File: src/rtl/ats21_pkg.sv
// Shared types and command field layout for the ats21 command front end.
package ats21_pkg;

  localparam int unsigned CMD_W = 32;

  // Command field positions
  localparam int unsigned OPC_MSB = 31;
  localparam int unsigned OPC_LSB = 29;
  localparam int unsigned IDX_MSB = 28;
  localparam int unsigned IDX_LSB = 24;
  localparam int unsigned CFG_MSB = 23;
  localparam int unsigned CFG_LSB = 16;
  localparam int unsigned VAL_MSB = 15;
  localparam int unsigned VAL_LSB = 0;

  typedef enum logic [2:0] {
    NOP       = 3'b000,
    SET_CLK   = 3'b001,
    CLK_EN    = 3'b010,
    SET_MODE  = 3'b011,
    SET_ALARM = 3'b101,
    SET_TIMER = 3'b110,
    AT_EN     = 3'b111
  } opcode_t;

  // The one encoding the core does not define
  localparam logic [2:0] OPC_UNDEF = 3'b100;

  typedef enum logic {
    ASM_UPPER = 1'b0,
    ASM_LOWER = 1'b1
  } asm_state_t;

  function automatic logic [2:0] cmd_opcode(input logic [CMD_W-1:0] cmd);
    return cmd[OPC_MSB:OPC_LSB];
  endfunction

endpackage

File: src/rtl/ats21_cmd_fifo.sv
// Per-port command FIFO with registered occupancy count.
module ats21_cmd_fifo #(
  parameter int unsigned WIDTH = 32,
  parameter int unsigned DEPTH = 4
) (
  input  logic                     clk,
  input  logic                     rst,
  input  logic                     push,
  input  logic [WIDTH-1:0]         push_data,
  input  logic                     pop,
  output logic [WIDTH-1:0]         pop_data,
  output logic                     full,
  output logic                     empty,
  output logic [$clog2(DEPTH):0]   count
);

  localparam int unsigned AW = $clog2(DEPTH);
  localparam int unsigned CW = AW + 1;

  logic [WIDTH-1:0] mem [DEPTH];
  logic [AW-1:0]    wr_ptr;
  logic [AW-1:0]    rd_ptr;
  logic             do_push;
  logic             do_pop;

  assign full     = (count == CW'(DEPTH));
  assign empty    = (count == '0);
  assign do_push  = push & ~full;
  assign do_pop   = pop & ~empty;
  assign pop_data = mem[rd_ptr];

  // Storage array: written on accepted push, no reset needed
  always_ff @(posedge clk) begin
    if (do_push) mem[wr_ptr] <= push_data;
  end

  // Pointer and occupancy bookkeeping
  always_ff @(posedge clk or posedge rst) begin
    if (rst) begin
      wr_ptr <= '0;
      rd_ptr <= '0;
      count  <= '0;
    end else begin
      if (do_push) wr_ptr <= wr_ptr + 1'b1;
      if (do_pop)  rd_ptr <= rd_ptr + 1'b1;
      count <= count + CW'(do_push) - CW'(do_pop);
    end
  end

endmodule

File: src/rtl/ats21_cmd_arbiter.sv
// Two-port beat assembler, opcode screen, per-port queueing and round-robin
// command arbitration into the ats21 core.
module ats21_cmd_arbiter #(
  parameter int unsigned DEPTH = 4,
  parameter int unsigned CMD_W = 32
) (
  input  logic             clk,
  input  logic             reset,
  input  logic             req_a,
  input  logic [15:0]      ctrl_a,
  output logic             rdy_a,
  output logic [1:0]       stat_a,
  input  logic             req_b,
  input  logic [15:0]      ctrl_b,
  output logic             rdy_b,
  output logic [1:0]       stat_b,
  output logic             cmd_valid,
  output logic [CMD_W-1:0] cmd_data,
  output logic             cmd_src,
  input  logic             cmd_ready
);

  import ats21_pkg::*;

  localparam int unsigned CNT_W = $clog2(DEPTH) + 1;

  logic [1:0]       req;
  logic [1:0]       rdy;
  logic [1:0]       beat;
  logic [1:0]       push;
  logic [1:0]       pop;
  logic [1:0]       full;
  logic [1:0]       empty;
  logic [15:0]      ctrl    [2];
  logic [1:0]       stat    [2];
  logic [CMD_W-1:0] asm_cmd [2];
  logic [CMD_W-1:0] head    [2];
  logic [CNT_W-1:0] count   [2];

  logic ptr;
  logic any;
  logic win;
  logic load;

  assign req     = {req_b, req_a};
  assign ctrl[0] = ctrl_a;
  assign ctrl[1] = ctrl_b;
  assign rdy_a   = rdy[0];
  assign rdy_b   = rdy[1];
  assign stat_a  = stat[0];
  assign stat_b  = stat[1];

  for (genvar i = 0; i < 2; i++) begin : gen_port
    asm_state_t state;
    asm_state_t state_nxt;
    logic [15:0] hold;
    logic [1:0]  stat_q;
    logic [1:0]  stat_nxt;
    logic        push_req;
    logic [2:0]  opc;

    // Space check uses the registered count, so a same-cycle pop never
    // makes room for a beat.
    assign rdy[i]     = (count[i] < CNT_W'(DEPTH));
    assign beat[i]    = req[i] & rdy[i];
    assign asm_cmd[i] = {hold, ctrl[i]};
    assign opc        = cmd_opcode(asm_cmd[i]);
    assign push[i]    = push_req & ~full[i];
    assign stat[i]    = stat_q;

    // Assembler state, upper-half holding register and status pulse
    always_ff @(posedge clk or posedge reset) begin
      if (reset) begin
        state  <= ASM_UPPER;
        hold   <= '0;
        stat_q <= '0;
      end else begin
        state  <= state_nxt;
        stat_q <= stat_nxt;
        if (beat[i] && state == ASM_UPPER) hold <= ctrl[i];
      end
    end

    // Beat sequencing and screening of the completed command
    always_comb begin
      state_nxt = state;
      push_req  = 1'b0;
      stat_nxt  = '0;
      case (state)
        ASM_UPPER: if (beat[i]) state_nxt = ASM_LOWER;
        ASM_LOWER: begin
          if (beat[i]) begin
            state_nxt = ASM_UPPER;
            if (opc == OPC_UNDEF) begin
              stat_nxt = 2'b10;
            end else begin
              stat_nxt = 2'b01;
              push_req = (opc != NOP);
            end
          end
        end
        default: state_nxt = ASM_UPPER;
      endcase
    end

    ats21_cmd_fifo #(
      .WIDTH(CMD_W),
      .DEPTH(DEPTH)
    ) u_fifo (
      .clk      (clk),
      .rst      (reset),
      .push     (push[i]),
      .push_data(asm_cmd[i]),
      .pop      (pop[i]),
      .pop_data (head[i]),
      .full     (full[i]),
      .empty    (empty[i]),
      .count    (count[i])
    );
  end

  // Winner selection: pointer breaks ties, otherwise the lone non-empty port
  always_comb begin
    any  = ~(empty[0] & empty[1]);
    load = ~cmd_valid | cmd_ready;
    if (!empty[0] && !empty[1]) win = ptr;
    else                        win = empty[0];
    pop = '0;
    if (load && any) pop[win] = 1'b1;
  end

  // Output register: reloads when idle or on a completed transfer
  always_ff @(posedge clk or posedge reset) begin
    if (reset) begin
      cmd_valid <= 1'b0;
      cmd_data  <= '0;
      cmd_src   <= 1'b0;
      ptr       <= 1'b0;
    end else if (load) begin
      if (any) begin
        cmd_valid <= 1'b1;
        cmd_data  <= head[win];
        cmd_src   <= win;
        ptr       <= ~win;
      end else begin
        cmd_valid <= 1'b0;
      end
    end
  end

endmodule

File: config.mk
export PLATFORM = sky130hd
export DESIGN_NAME = ats21_cmd_arbiter
export DESIGN_NICKNAME = d
export VERILOG_FILES = /design/src/rtl/ats21_pkg.sv /design/src/rtl/ats21_cmd_fifo.sv /design/src/rtl/ats21_cmd_arbiter.sv
export SDC_FILE = /design/constraint.sdc
export NUM_CORES = 1
export LEC_CHECK = 0
export ABC_AREA = 0
export BUFFER_PORTS_ARGS = -buffer_cell sky130_fd_sc_hd__buf_2
export CORE_MARGIN = 4
export CORE_UTILIZATION = 50
export CTS_CLUSTER_DIAMETER = 120
export DETAILED_ROUTE_END_ITERATION = 7
export PLACE_DENSITY_LB_ADDON = 0.12
export SYNTH_ARGS = -nofsm -noshare
export SYNTH_HDL_FRONTEND = slang
export SYNTH_SLANG_ARGS = --single-unit
File: constraint.sdc
create_clock -name clk -period 7.3 [get_ports clk]
set_input_delay 1.095 -clock clk [delete_from_list [all_inputs] [get_ports clk]]
set_output_delay 1.095 -clock clk [all_outputs]
set_load 0.005 [all_outputs]
# Yosys cells after proc, flatten, opt, wreduce, memory -nomap -nowiden
# Memory sizes are Yosys's and may differ from the RTL's.
# Cells that the tools add are included.
[classes]
add_sub_neg = 8
n_lt_le_gt_ge = 5
n_eq_ne = 4
n_mux = 30
bitwise = 20
reduce_logical = 12
[ops]
columns = ["cell", "count"]
rows = [
  ["$mux 32", 3],
  ["$mux 1", 17],
  ["$mux 2", 7],
  ["$eq 3x3->1 const B", 4],
  ["$and 1x1->1", 9],
  ["$not 1->1", 9],
  ["$add 2x1->2 const B", 4],
  ["$add 3x1->3", 2],
  ["$logic_not 3->1", 2],
  ["$lt 3x3->1 const B", 2],
  ["$reduce_bool 3->1", 2],
  ["$sub 3x1->3", 2],
  ["$logic_and 1x1->1", 5],
  ["$pmux 1 s2", 2],
  ["$ge 2x2->1 const B", 1],
  ["$logic_not 1->1", 2],
  ["$lt 1x2->1 const B", 1],
  ["$not 1->2", 1],
  ["$reduce_and 2->1", 1],
  ["$demux 1 s1", 1],
  ["$ge 1x1->1 const B", 1],
  ["$or 1x1->1", 1],
]
[totals]
register_bits = 87
mem_bits_rw = 256
in_bits = 37
word_cells = 97
memories = 2
[memory_table]
columns = ["memory", "words", "word_bits", "rd", "rd_clocked_by_memory_dff", "write_ports", "line_no", "rtl"]
rows = [
  ["gen_port[0].u_fifo.mem", 4, 32, 1, 0, 1, "ats21_cmd_fifo.sv:20", "logic [WIDTH-1:0] mem [DEPTH];"],
  ["gen_port[1].u_fifo.mem", 4, 32, 1, 0, 1, "ats21_cmd_fifo.sv:20", ""],
]

# Depth between registers and ports, before layout
# Gate-level depths: netlist of run 1.
[depth]
ltp_word = 11
depth_mapped = 11

# Modules after synthesis
# Synthesis of run 1 repeated with hierarchy kept, for this count alone.
[hier_totals]
hier_cells = 640
hier_area_um2 = 13317.8
[by_module_without_submodules]
columns = ["module", "n_inst", "cells_each", "area_each_um2", "seq_area_each_um2"]
rows = [
  ["ats21_cmd_fifo at gen_port[1].u_fifo", 1, 210, 5142.4, 4018.9],
  ["ats21_cmd_fifo at gen_port[0].u_fifo", 1, 211, 5133.7, 4018.9],
  ["ats21_cmd_arbiter", 1, 219, 3041.7, 1826.8],
]

# Least setup slack after synthesis of run 1
# Ideal clock, no wire load.
[synth_path]
path_kind = "input -> register"
from = "input cmd_ready"
to = "register gen_port[1].u_fifo.count[2]"
setup_time_ns = 0.123
arrival_ns = 2.910
t_required_ns = 7.177
setup_slack_ns = 4.267
stages = 11
n_path_buf = 3
cell_sequence = "nand2b_1 -> buf_2 -> o211a_1 -> buf_2 -> buf_2 -> ha_1 -> inv_1 -> ha_1 -> fa_1 -> xnor2_1 -> xnor2_1"
[synth_between]
elab_chain_cells = 5
[synth_lines]
columns = ["element", "line_no", "rtl"]
rows = [
  ["start, declared", "ats21_cmd_arbiter.sv:20", "input logic cmd_ready"],
  ["$or 1x1->1", "ats21_cmd_arbiter.sv:125", "load = ~cmd_valid | cmd_ready;"],
  ["$logic_and 1x1->1", "ats21_cmd_arbiter.sv:129", "if (load && any) pop[win] = 1'b1;"],
  ["$mux 2", "ats21_cmd_arbiter.sv:129", ""],
  ["$and 1x1->1", "ats21_cmd_fifo.sv:29", "assign do_pop = pop & ~empty;"],
  ["net gen_port[1].u_fifo.do_pop", "ats21_cmd_fifo.sv:24", "logic do_pop;"],
  ["$sub 3x1->3", "ats21_cmd_fifo.sv:46", "count <= count + CW'(do_push) - CW'(do_pop);"],
  ["end signal, assigned", "ats21_cmd_fifo.sv:46", ""],
  ["end, declared", "ats21_cmd_fifo.sv:14", "output logic [$clog2(DEPTH):0] count"],
]
# The timed path passes the listed nets, and every way through them passes these cells.
# A chain may end at the register's enable or synchronous reset.

# Final worst setup path of run 1
[layout_path]
from = "input cmd_ready"
to = "register gen_port[1].u_fifo.count[2]"
[layout_between]
elab_chain_cells = 5
[layout_lines]
columns = ["element", "line_no"]
rows = [
  ["$or 1x1->1", "ats21_cmd_arbiter.sv:125"],
  ["$logic_and 1x1->1", "ats21_cmd_arbiter.sv:129"],
  ["$mux 2", "ats21_cmd_arbiter.sv:129"],
  ["$and 1x1->1", "ats21_cmd_fifo.sv:29"],
  ["$sub 3x1->3", "ats21_cmd_fifo.sv:46"],
]
# Every way passes these cells.

==> results of run 1 <==
-- power by group through the flow --
| stage | registers, W | clock network, W | logic (W) |
|---|---|---|---|
| after detailed placement | 0.00296 | 0 | 0.00143 |
| after global routing | 0.00297 | 0.00186 | 0.00154 |
| after floorplan | 0.00279 | 0 | 0.00110 |
| after global placement | 0.00293 | 0 | 0.00139 |
| final | 0.00291 | 0.00172 | 0.00140 |
| after CTS | 0.00292 | 0.00177 | 0.00144 |
-- through the flow --
| step | utilization | hold WS (ns) | worst slack [ns] | std cells | area, sq um |
|---|---|---|---|---|---|
| final | 0.577 | 0.468 | 4.45 | 1076 | 14900 |
| after global routing | 0.577 | 0.486 | 4.31 | 1076 | 14900 |
| after CTS | 0.577 | 0.475 | 4.44 | 1076 | 14900 |
| after detailed placement | 0.534 | 0.462 | 3.91 | 1012 | 13800 |
| after global placement | 0.534 | 0.467 | 4.01 | 1012 | 13800 |
| after floorplan | - | 0.472 | 3.95 | 624 | 13100 |
-- critical path: stages --
cell      delay [ns]
buf_2           0.08
nand2b_1        0.09
buf_4           0.28
o211a_1         0.20
buf_4           0.38
ha_1            0.20
inv_1           0.04
ha_1            0.17
fa_1            0.38
xnor2_1         0.19
xnor2_1         0.14
-- cell families (layout without fill, tap and decap cells) --
| group | count (synthesis) | after routing | synth area share |
|---|---|---|---|
| AO/OA/AOI/OAI | 40 | 40 | 0.0290 |
| XOR/XNOR | 10 | 10 | 0.00668 |
| adder cells (fa/ha/maj) | 16 | 16 | 0.0164 |
| buffers and inverters | 57 | 174 | 0.0219 |
| flip-flops | 343 | 343 | 0.752 |
| multiplexers | 98 | 98 | 0.140 |
| AND/OR/NAND/NOR | 60 | 60 | 0.0333 |
-- registers in the layout (all words and copies together) (netlist names) --
register,count
stat_b,2
cmd_src,1
gen_port.hold,32
stat_a,2
cmd_data,32
gen_port.u_fifo.count,6
cmd_valid,1
gen_port.u_fifo.wr_ptr,4
gen_port.state,2
ptr,1
gen_port.u_fifo.rd_ptr,4
gen_port.u_fifo.mem,256
-- per-layer routing --
metal | up-vias | share of wire | GRT usage
li1 | 2727 | - | -
met1 | 3237 | 0.44 | 0.259
met2 | 138 | 0.49 | 0.284
met3 | 38 | 0.045 | 0.0300
met4 | 0 | 0.021 | 0.0455
met5 | - | 0 | 0
-- cells in the final DEF, fill, tap and decap left out, types with 2 or more instances in the layout --
cell type  netlist  final
ha_1            14     14
nor2_1           7      7
buf_4            0     15
fa_1             2      2
clkinv_2         0      3
and4_1          32     32
clkinv_1         0      2
buf_2           14     76
inv_1           19     18
clkbuf_8         0      3
mux4_2          60     60
nand3b_1         2      2
edfxtp_1       256    256
a21oi_1          2      2
mux2_2          34     34
mux4_1           4      4
xor2_1           3      3
nand2_1          3      3
a221o_1         32     32
and2_1           8      8
xnor2_1          7      7
dfrtp_1         87     84
a21o_1           2      2
dfrtp_2          0      3
clkbuf_16        0     37
nor2b_1          2      2
bufinv_16        0      2
clkbuf_1        19     15
-- cell type report --
| class | count | share of cell area |
|---|---|---|
| clock buffer | 55 | 0.0685 |
| clock inverter | 9 | 0.00661 |
| inverter | 19 | 0.00494 |
| multi-input combinational | 224 | 0.199 |
| sequential | 343 | 0.660 |
| tap | 335 | 0.0280 |
| timing repair buffer | 91 | 0.0330 |
-- path summary, 6_finish.rpt --
kind                                             startpoint                            to  slack, ns  cells after the start
worst min-delay path                                cmd_src                       cmd_src       0.47                      1
min in group asynchronous                             reset           gen_port[0].hold[6]       0.58                      2
max in group asynchronous                             reset  gen_port[0].u_fifo.rd_ptr[0]       5.52                      3
worst max-delay path                              cmd_ready   gen_port[1].u_fifo.count[2]       4.45                     11
worst max register to register  gen_port[0].u_fifo.count[1]   gen_port[0].u_fifo.count[2]       4.57                      7
worst min register to register                      cmd_src                       cmd_src       0.47                      1
==> results.cfg, run 1 <==
[run_status]
outcome = completed

[global_route]
track_usage = 0.177
grt_max_degree = 64
grt_pass1_vias = 6559
antenna_found_initial = 0
grt_pass1_wl_microns = 39000
overflow = 0

[power]
power_density_nw_per_um2 = 404
power_frac_comb = 0.232
clkPwrFrac = 0.285
seqPwrFrac = 0.483
p_int_w = 0.00435
fin_total_pwr_w = 0.00603
switching_share = 0.278
switchingPower_w = 0.00168
peakVddDrop_mv = 0.213
p_leak_nw = 5.40

[floorplanning]
die_x_microns = 170
die_y_microns = 170
start_util = 0.506
io-pin-count = 77
rows = 59
fp.dieArea_sq_um = 28900
core_sq_um = 25900

[synth]
synth-edff-count = 256
synth-seq-cells = 343
synth.distinct_cells = 34
ys_seq_area_frac = 0.752
yosys.area.top_type = edfxtp_1
synth_top_area_frac = 0.586
yosys-top-cells-area = edfxtp_1, dfrtp_1, mux4_2, mux2_2, a221o_1
synth_most_common_cell = edfxtp_1
syn-instance-count = 624
syn_avg_cell_area_sq_um = 21.0
syn_nets = 677
syn-cell-area_sq_um = 13100
yosys_warnings = 0
synth_flop_cell = edfxtp_1
synthTopCellsByCount = edfxtp_1, dfrtp_1, mux4_2
async_flop_share = 0.254

[timing]
grt_setup_unrepaired = false
relSlewSlack = 0.269
fin_tns_setup_ns = 0
period_share = 0.391
fin_crit_ns = 2.85
tightest_slew_ns = 1.10
drv_slew = 0
skew_ns = 0.0105
hold_violations = 0
finalSetupViolations = 0
fmax_ghz = 0.351

[drt]
via_per_inst = 5.71
dr.pass1.iters = 4
wl_per_cell_microns = 23.2
drt_iter0_drc = 434
routed_wirelength_microns = 25000
route.detailed.drc = 0
num_vias = 6140
postRouteAntennaNets = 0

[layout]
nets = 768
antenna_cells = 0
drive_gt1_frac = 0.323
seq_area_sq_um = 9870
multi_input_area_sq_um = 2970
syn_to_final_growth_pct = 14.0
num-fill-cells = 1926

[setup_path]
critPathMaxFanout = 38
required_ns = 7.71
cp.arrival_ns = 3.26
setup.worst_path.start_class = input port
critPathKind = in -> reg
endpoint_kind = flip-flop

[clocking]
post_cts_buffers = 0
htree_levels = 2
cts_made_buffers = 36
cts_tree = built
ctsHoldBuffers = 0
cts_resized = 0
clock-root-buffer = clkbuf_16
clkTransAtPathRegs_ns = 0.06
clock_latency_ns = 0.49
cts_buffer_depth = 3
clock-sinks = 343

[hold_path]
worstHoldPathType = reg -> reg

[job]
drv_cap = 0

[placed_design]
dp_hpwl_microns = 15500
gp_congestion = 0.786
portBuffers = 76
Power figures use the tool's default switching activity.
==> run 2, diff against run 1 <==
- ABC_AREA: 0 -> 1
- clock period: 7.3 -> 3 ns (I/O delays scaled with it)
==> run 2 against run 1 <==
Via count rose by 50%. Core utilization decreased by 0.26 points. Wire length grew 26%. Critical path depth did not move. Largest cell class unchanged.
==> results.cfg, run 2 <==
[global_route]
overflow = 0
grt_pass1_vias = 8862
grt_pass1_wl_microns = 48600
track_usage = 0.198
grt_max_degree = 67
antenna_found_initial = 0

[setup_path]
required_ns = 3.38
endpoint_kind = flip-flop
r2r_end = gen_port[1].u_fifo.count[2]
r2r_cells = 11
endpoint = gen_port[1].u_fifo.count[2]
setup.worst_path.start_class = flip-flop
critPathKind = reg -> reg
cp.arrival_ns = 2.78
reg2reg_from = gen_port[1].u_fifo.count[2]
rrSetupSlack_ns = 0.60
cp-startpoint = gen_port[1].u_fifo.count[2]
critPathMaxFanout = 36

[clocking]
cts_made_buffers = 37
cts_buffer_depth = 3
ctsHoldBuffers = 1
cts_resized = 0
clock_latency_ns = 0.51
clkTransAtPathRegs_ns = 0.06
post_cts_buffers = 0
clock-root-buffer = clkbuf_16
clock-sinks = 343
cts_tree = built
htree_levels = 2

[timing]
period_share = 0.800
fin_crit_ns = 2.40
grt_setup_unrepaired = false
tightest_slew_ns = 0.858
fmax_ghz = 0.417
relSlewSlack = 0.426
drv_slew = 0
skew_ns = 0.0168
hold_violations = 0
finalSetupViolations = 0
finalWorstSetupSlack_ns = 0.601
fin_tns_setup_ns = 0

[drt]
via_per_inst = 5.00
wl_per_cell_microns = 17.1
route.detailed.drc = 0
num_vias = 9234
drt_iter0_drc = 775
postRouteAntennaNets = 0
routed_wirelength_microns = 31600
dr.pass1.iters = 5

[floorplanning]
start_util = 0.506
core_sq_um = 28700
fp.dieArea_sq_um = 31900
die_y_microns = 179
rows = 62
die_x_microns = 179
io-pin-count = 77

[synth]
syn_avg_cell_area_sq_um = 10.7
synth-edff-count = 256
synth_flop_cell = edfxtp_1
ys_seq_area_frac = 0.679
async_flop_share = 0.254
yosys_warnings = 0
yosys-top-cells-area = edfxtp_1, dfrtp_1, nand2_1, nand3_1, inv_1
synth-seq-cells = 343
syn-cell-area_sq_um = 14500
syn_nets = 1412
synth.distinct_cells = 27
synth_most_common_cell = nand2_1
yosys.area.top_type = edfxtp_1
synthTopCellsByCount = nand2_1, edfxtp_1, inv_1
synth_top_area_frac = 0.529
syn-instance-count = 1359

[layout]
largest_reg_flops = 256
layout_commonest_cell = nand2_1
nets = 1490
final_cell_mix = nand2_1, edfxtp_1, inv_1, nand3_1, dfrtp_1
top_regs = gen_port.u_fifo.mem (256), cmd_data (32), gen_port.hold (32)
antenna_cells = 0
postLayoutCellArea_sq_um = 16500
drive_gt1_frac = 0.140
top_register = gen_port.u_fifo.mem
syn_to_final_growth_pct = 13.4

[placed_design]
dp_hpwl_microns = 19200
portBuffers = 76
post-place-ws_ns = 0.617
gp_congestion = 0.806
placed_area_sq_um = 15400

[power]
fin_total_pwr_w = 0.0157
p_leak_nw = 7.44
power_density_nw_per_um2 = 952
peakVddDrop_mv = 0.841

[run_status]
outcome = completed

[job]
drv_cap = 0

[hold_path]
worstHoldPathType = in -> reg
==> run 2: cell count changes after synthesis, sizes merged, moves of 4 or more <==
cell and delta:
mux2 -4, inv +214, o21ai +5, and4 -32, nor2 +15, nand3 +195, xnor2 -5, nand2 +438
clkbuf -10, mux4 -64, a221o -32, buf +33, and2 -8
==> run 2: critical path: stages (launching register included) <==
cell	delay, ns
dfrtp_1	0.41
inv_2	0.09
nand3_4	0.13
nand2_2	0.11
nand2_4	0.21
nand2_1	0.22
inv_1	0.06
ha_1	0.27
inv_1	0.04
ha_1	0.18
fa_1	0.38
xor2_1	0.17
==> run 2: worst min path at each step <==
stage / from / to / cells past startpoint
detailed placement: reset / cmd_valid / 2
global route: ctrl_a[6] / gen_port[0].u_fifo.mem[0][6] / 1
finish: ctrl_a[10] / gen_port[0].u_fifo.mem[2][10] / 1
CTS: ctrl_a[6] / gen_port[0].u_fifo.mem[0][6] / 1
global placement: reset / cmd_valid / 2
floorplan: gen_port[0].hold[0] / gen_port[0].u_fifo.mem[0][16] / 0
==> run 2: layer usage <==
metal  global-route usage  routed length (microns)  part of all wire
met1                0.287                    14400              0.46
met2                0.313                    14700              0.46
met3               0.0360                     1910             0.060
met4               0.0502                      636             0.020
met5                    0                        0                 0
==> run 2: where the power goes <==
group / leakage [nW] / switching (W) / internal [W]
Combinational: 3.55 / 0.00307 / 0.00155
Clock: 0.527 / 0.00175 / 0.00241
Sequential: 3.36 / 0.000670 / 0.00625
Total: 7.44 / 0.00549 / 0.0102
==> run 2: per-stage QoR <==
step / hold slack [ns] / instances / util
after floorplan: 0.472 / 1359 / -
after global placement: 0.423 / 1781 / 0.536
after detailed placement: 0.429 / 1781 / 0.536
after CTS: 0.154 / 1846 / 0.574
after global routing: 0.173 / 1846 / 0.574
final: 0.174 / 1846 / 0.574
==> run 2: kinds of logic (layout without fill, tap and decap cells) <==
group,after synthesis,after routing,synth area share
mux,30,30,0.0232
fa+ha+maj,16,16,0.0148
flops,343,343,0.679
buf+inv,294,397,0.0820
xor+xnor,7,7,0.00422
compound gates,9,9,0.00465
simple gates,660,660,0.192
==> run 2: layout make-up <==
type | instances | area [sq um]
fillers | 2466 | 12200
multi-input cells | 722 | 3540
clock inverters | 12 | 81.3
flip-flops and latches | 343 | 9870
repair buffers | 100 | 638
clock buffers | 52 | 1000
well taps | 384 | 480
inverters | 233 | 877
==> run 3, diff against run 2 <==
- ABC_AREA: 1 -> 0
- clock period: 3 -> 2.21 ns (I/O delays scaled with it)
==> run 3 against run 2 <==
Non-clock buffer count grew 11. Die area is 9.4% lower. Maximum frequency is 11% higher. Power increased by 31%. Worst hold slack worse by 0.12 ns. Combinational power increased by 19%. Critical path depth fell by 3. Cell area is 6.8% lower. Via count decreased by 32%. Sequential share of layout area rose by 4.4 points. Count of clock-buffer cells in the layout shrank 5. Core utilization is 1.8 points higher. Largest power group unchanged.
==> results.cfg, run 3 (synthesis gave the netlist of run 1 again) <==
[clocking]
cts_made_buffers = 36
clock-root-buffer = clkbuf_16
clock_latency_ns = 0.50
cts_buffer_depth = 3
clkTransAtPathRegs_ns = 0.06
htree_levels = 2
cts_tree = built
clock-sinks = 343

[layout]
layout_commonest_cell = edfxtp_1
top_register = gen_port.u_fifo.mem
drive_gt1_frac = 0.353
nets = 788
antenna_cells = 0
largest_reg_flops = 256
final_cell_mix = edfxtp_1, dfrtp_1, buf_2, mux4_2, clkbuf_16
postLayoutCellArea_sq_um = 15400
top_regs = gen_port.u_fifo.mem (256), cmd_data (32), gen_port.hold (32)
postLayoutCoreUtil = 0.593
syn_to_final_growth_pct = 17.1

[setup_path]
setup.worst_path.start_class = flip-flop
cp-startpoint = gen_port[1].u_fifo.count[2]
crit_top_cell = ha_4
rrSetupSlack_ns = 0.05
crit_chain = or3_4, o211a_4, ha_4, inv_2, ha_4, fa_2, xnor2_2, xnor2_1
cp.arrival_ns = 2.54
critPathMaxFanout = 4
slowest_delay_ns = 0.41
endpoint_kind = flip-flop
endpoint = gen_port[1].u_fifo.count[2]
r2r_end = gen_port[1].u_fifo.count[2]
required_ns = 2.59
slowest_stage = or3_4
critPathKind = reg -> reg
r2r_cells = 8
reg2reg_from = gen_port[1].u_fifo.count[2]

[timing]
timing.hold.ws_ns = 0.0574
finalSetupViolations = 0
drv_slew = 0
fin_crit_ns = 2.16
tightest_slew_ns = 0.565
skew_ns = 0.00652
finalWorstSetupSlack_ns = 0.0505
relSlewSlack = 0.624
period_share = 0.977
fmax_ghz = 0.463
hold_violations = 0

[placed_design]
gp_congestion = 0.766
placed_area_sq_um = 14200
portBuffers = 76
dp_hpwl_microns = 15800
post-place-ws_ns = 0.0153

[drt]
dr.pass1.iters = 4
drt_iter0_drc = 427
via_per_inst = 5.74
postRouteAntennaNets = 0
wl_per_cell_microns = 23.7
routed_wirelength_microns = 26000
num_vias = 6290
route.detailed.drc = 0

[power]
peakVddDrop_mv = 0.731
power_density_nw_per_um2 = 1330
fin_total_pwr_w = 0.0205
p_leak_nw = 5.55

[global_route]
antenna_found_initial = 0
grt_pass1_wl_microns = 40400
track_usage = 0.185
grt_max_degree = 88
overflow = 0
grt_pass1_vias = 6506

[floorplanning]
start_util = 0.506
rows = 59
io-pin-count = 77
die_x_microns = 170
die_y_microns = 170
fp.dieArea_sq_um = 28900
core_sq_um = 25900

[run_status]
outcome = completed

[job]
drv_cap = 0

[hold_path]
worstHoldPathType = in -> reg
-- run 3: changes by cell type in the layout (fill, tap and decap cells not counted), sizes merged, moves of 8 or more --
cell / previous run / this run
a221o: 0 / 32
and2: 0 / 8
and4: 0 / 32
buf: 99 / 110
inv: 233 / 19
mux4: 0 / 64
nand2: 441 / 3
nand3: 195 / 0
nor2: 22 / 7
-- run 3: how the worst min path moves through the flow --
stage	depth (start not counted)	startpoint	slack (ns)	to
2_1_floorplan	0	ctrl_a[0]	0.43	gen_port[0].u_fifo.mem[0][0]
3_3_place_gp	1	cmd_src	0.46	cmd_src
3_5_place_dp	1	cmd_src	0.49	cmd_src
4_1_cts	1	ctrl_a[5]	0.03	gen_port[0].u_fifo.mem[3][5]
5_1_grt	1	ctrl_a[4]	0.04	gen_port[0].u_fifo.mem[3][4]
6_report	1	ctrl_a[4]	0.06	gen_port[0].u_fifo.mem[2][4]
-- run 3: where the power goes --
group / internal [W] / switching [W] / total [W]
clock network: 0.00332 / 0.00231 / 0.00562
logic: 0.00285 / 0.00263 / 0.00549
registers: 0.00852 / 0.000851 / 0.00938
-- run 3: layout make-up --
type	count	area, sq um
clock inverter	17	113
clock buffer	47	1000
multi-input combinational	224	3020
sequential	343	9870
inverter	19	75.1
fill	1897	10600
tap	335	419
timing repair buffer	111	858
-- run 3: what timing repair did --
action | 4_1_cts | 5_1_grt
gates resized for setup | 0 | 1
buffers inserted | 0 | 2
endpoints found under the setup margin | 0 | 1
endpoints found under the hold margin | 11 | 0
hold buffers | 1 | 0
-- run 3: critical path, delay by kind of cell (launching register included) --
family	cells	cell delay, ns
DFF	1	0.38
xor gates and xnor gates	2	0.27
AOI/OAI and AO/OA	1	0.17
and+or+nand+nor	1	0.41
adders and majority gates	3	0.77
buffers and inverters	1	0.04
-- run 3: routing by layer --
metal,up-vias,share of wire,track usage
met5,-,0,0
met4,0,0.014,0.0434
met3,26,0.053,0.0386
met2,143,0.48,0.282
met1,3345,0.45,0.280
li1,2776,-,-
-- run 3: through the flow --
step,std cells,setup TNS [ns]
2_1_floorplan,624,-5.97
3_3_place_gp,1029,0
3_5_place_dp,1029,0
4_1_cts,1094,0
5_1_grt,1096,-0.000341
6_report,1096,0
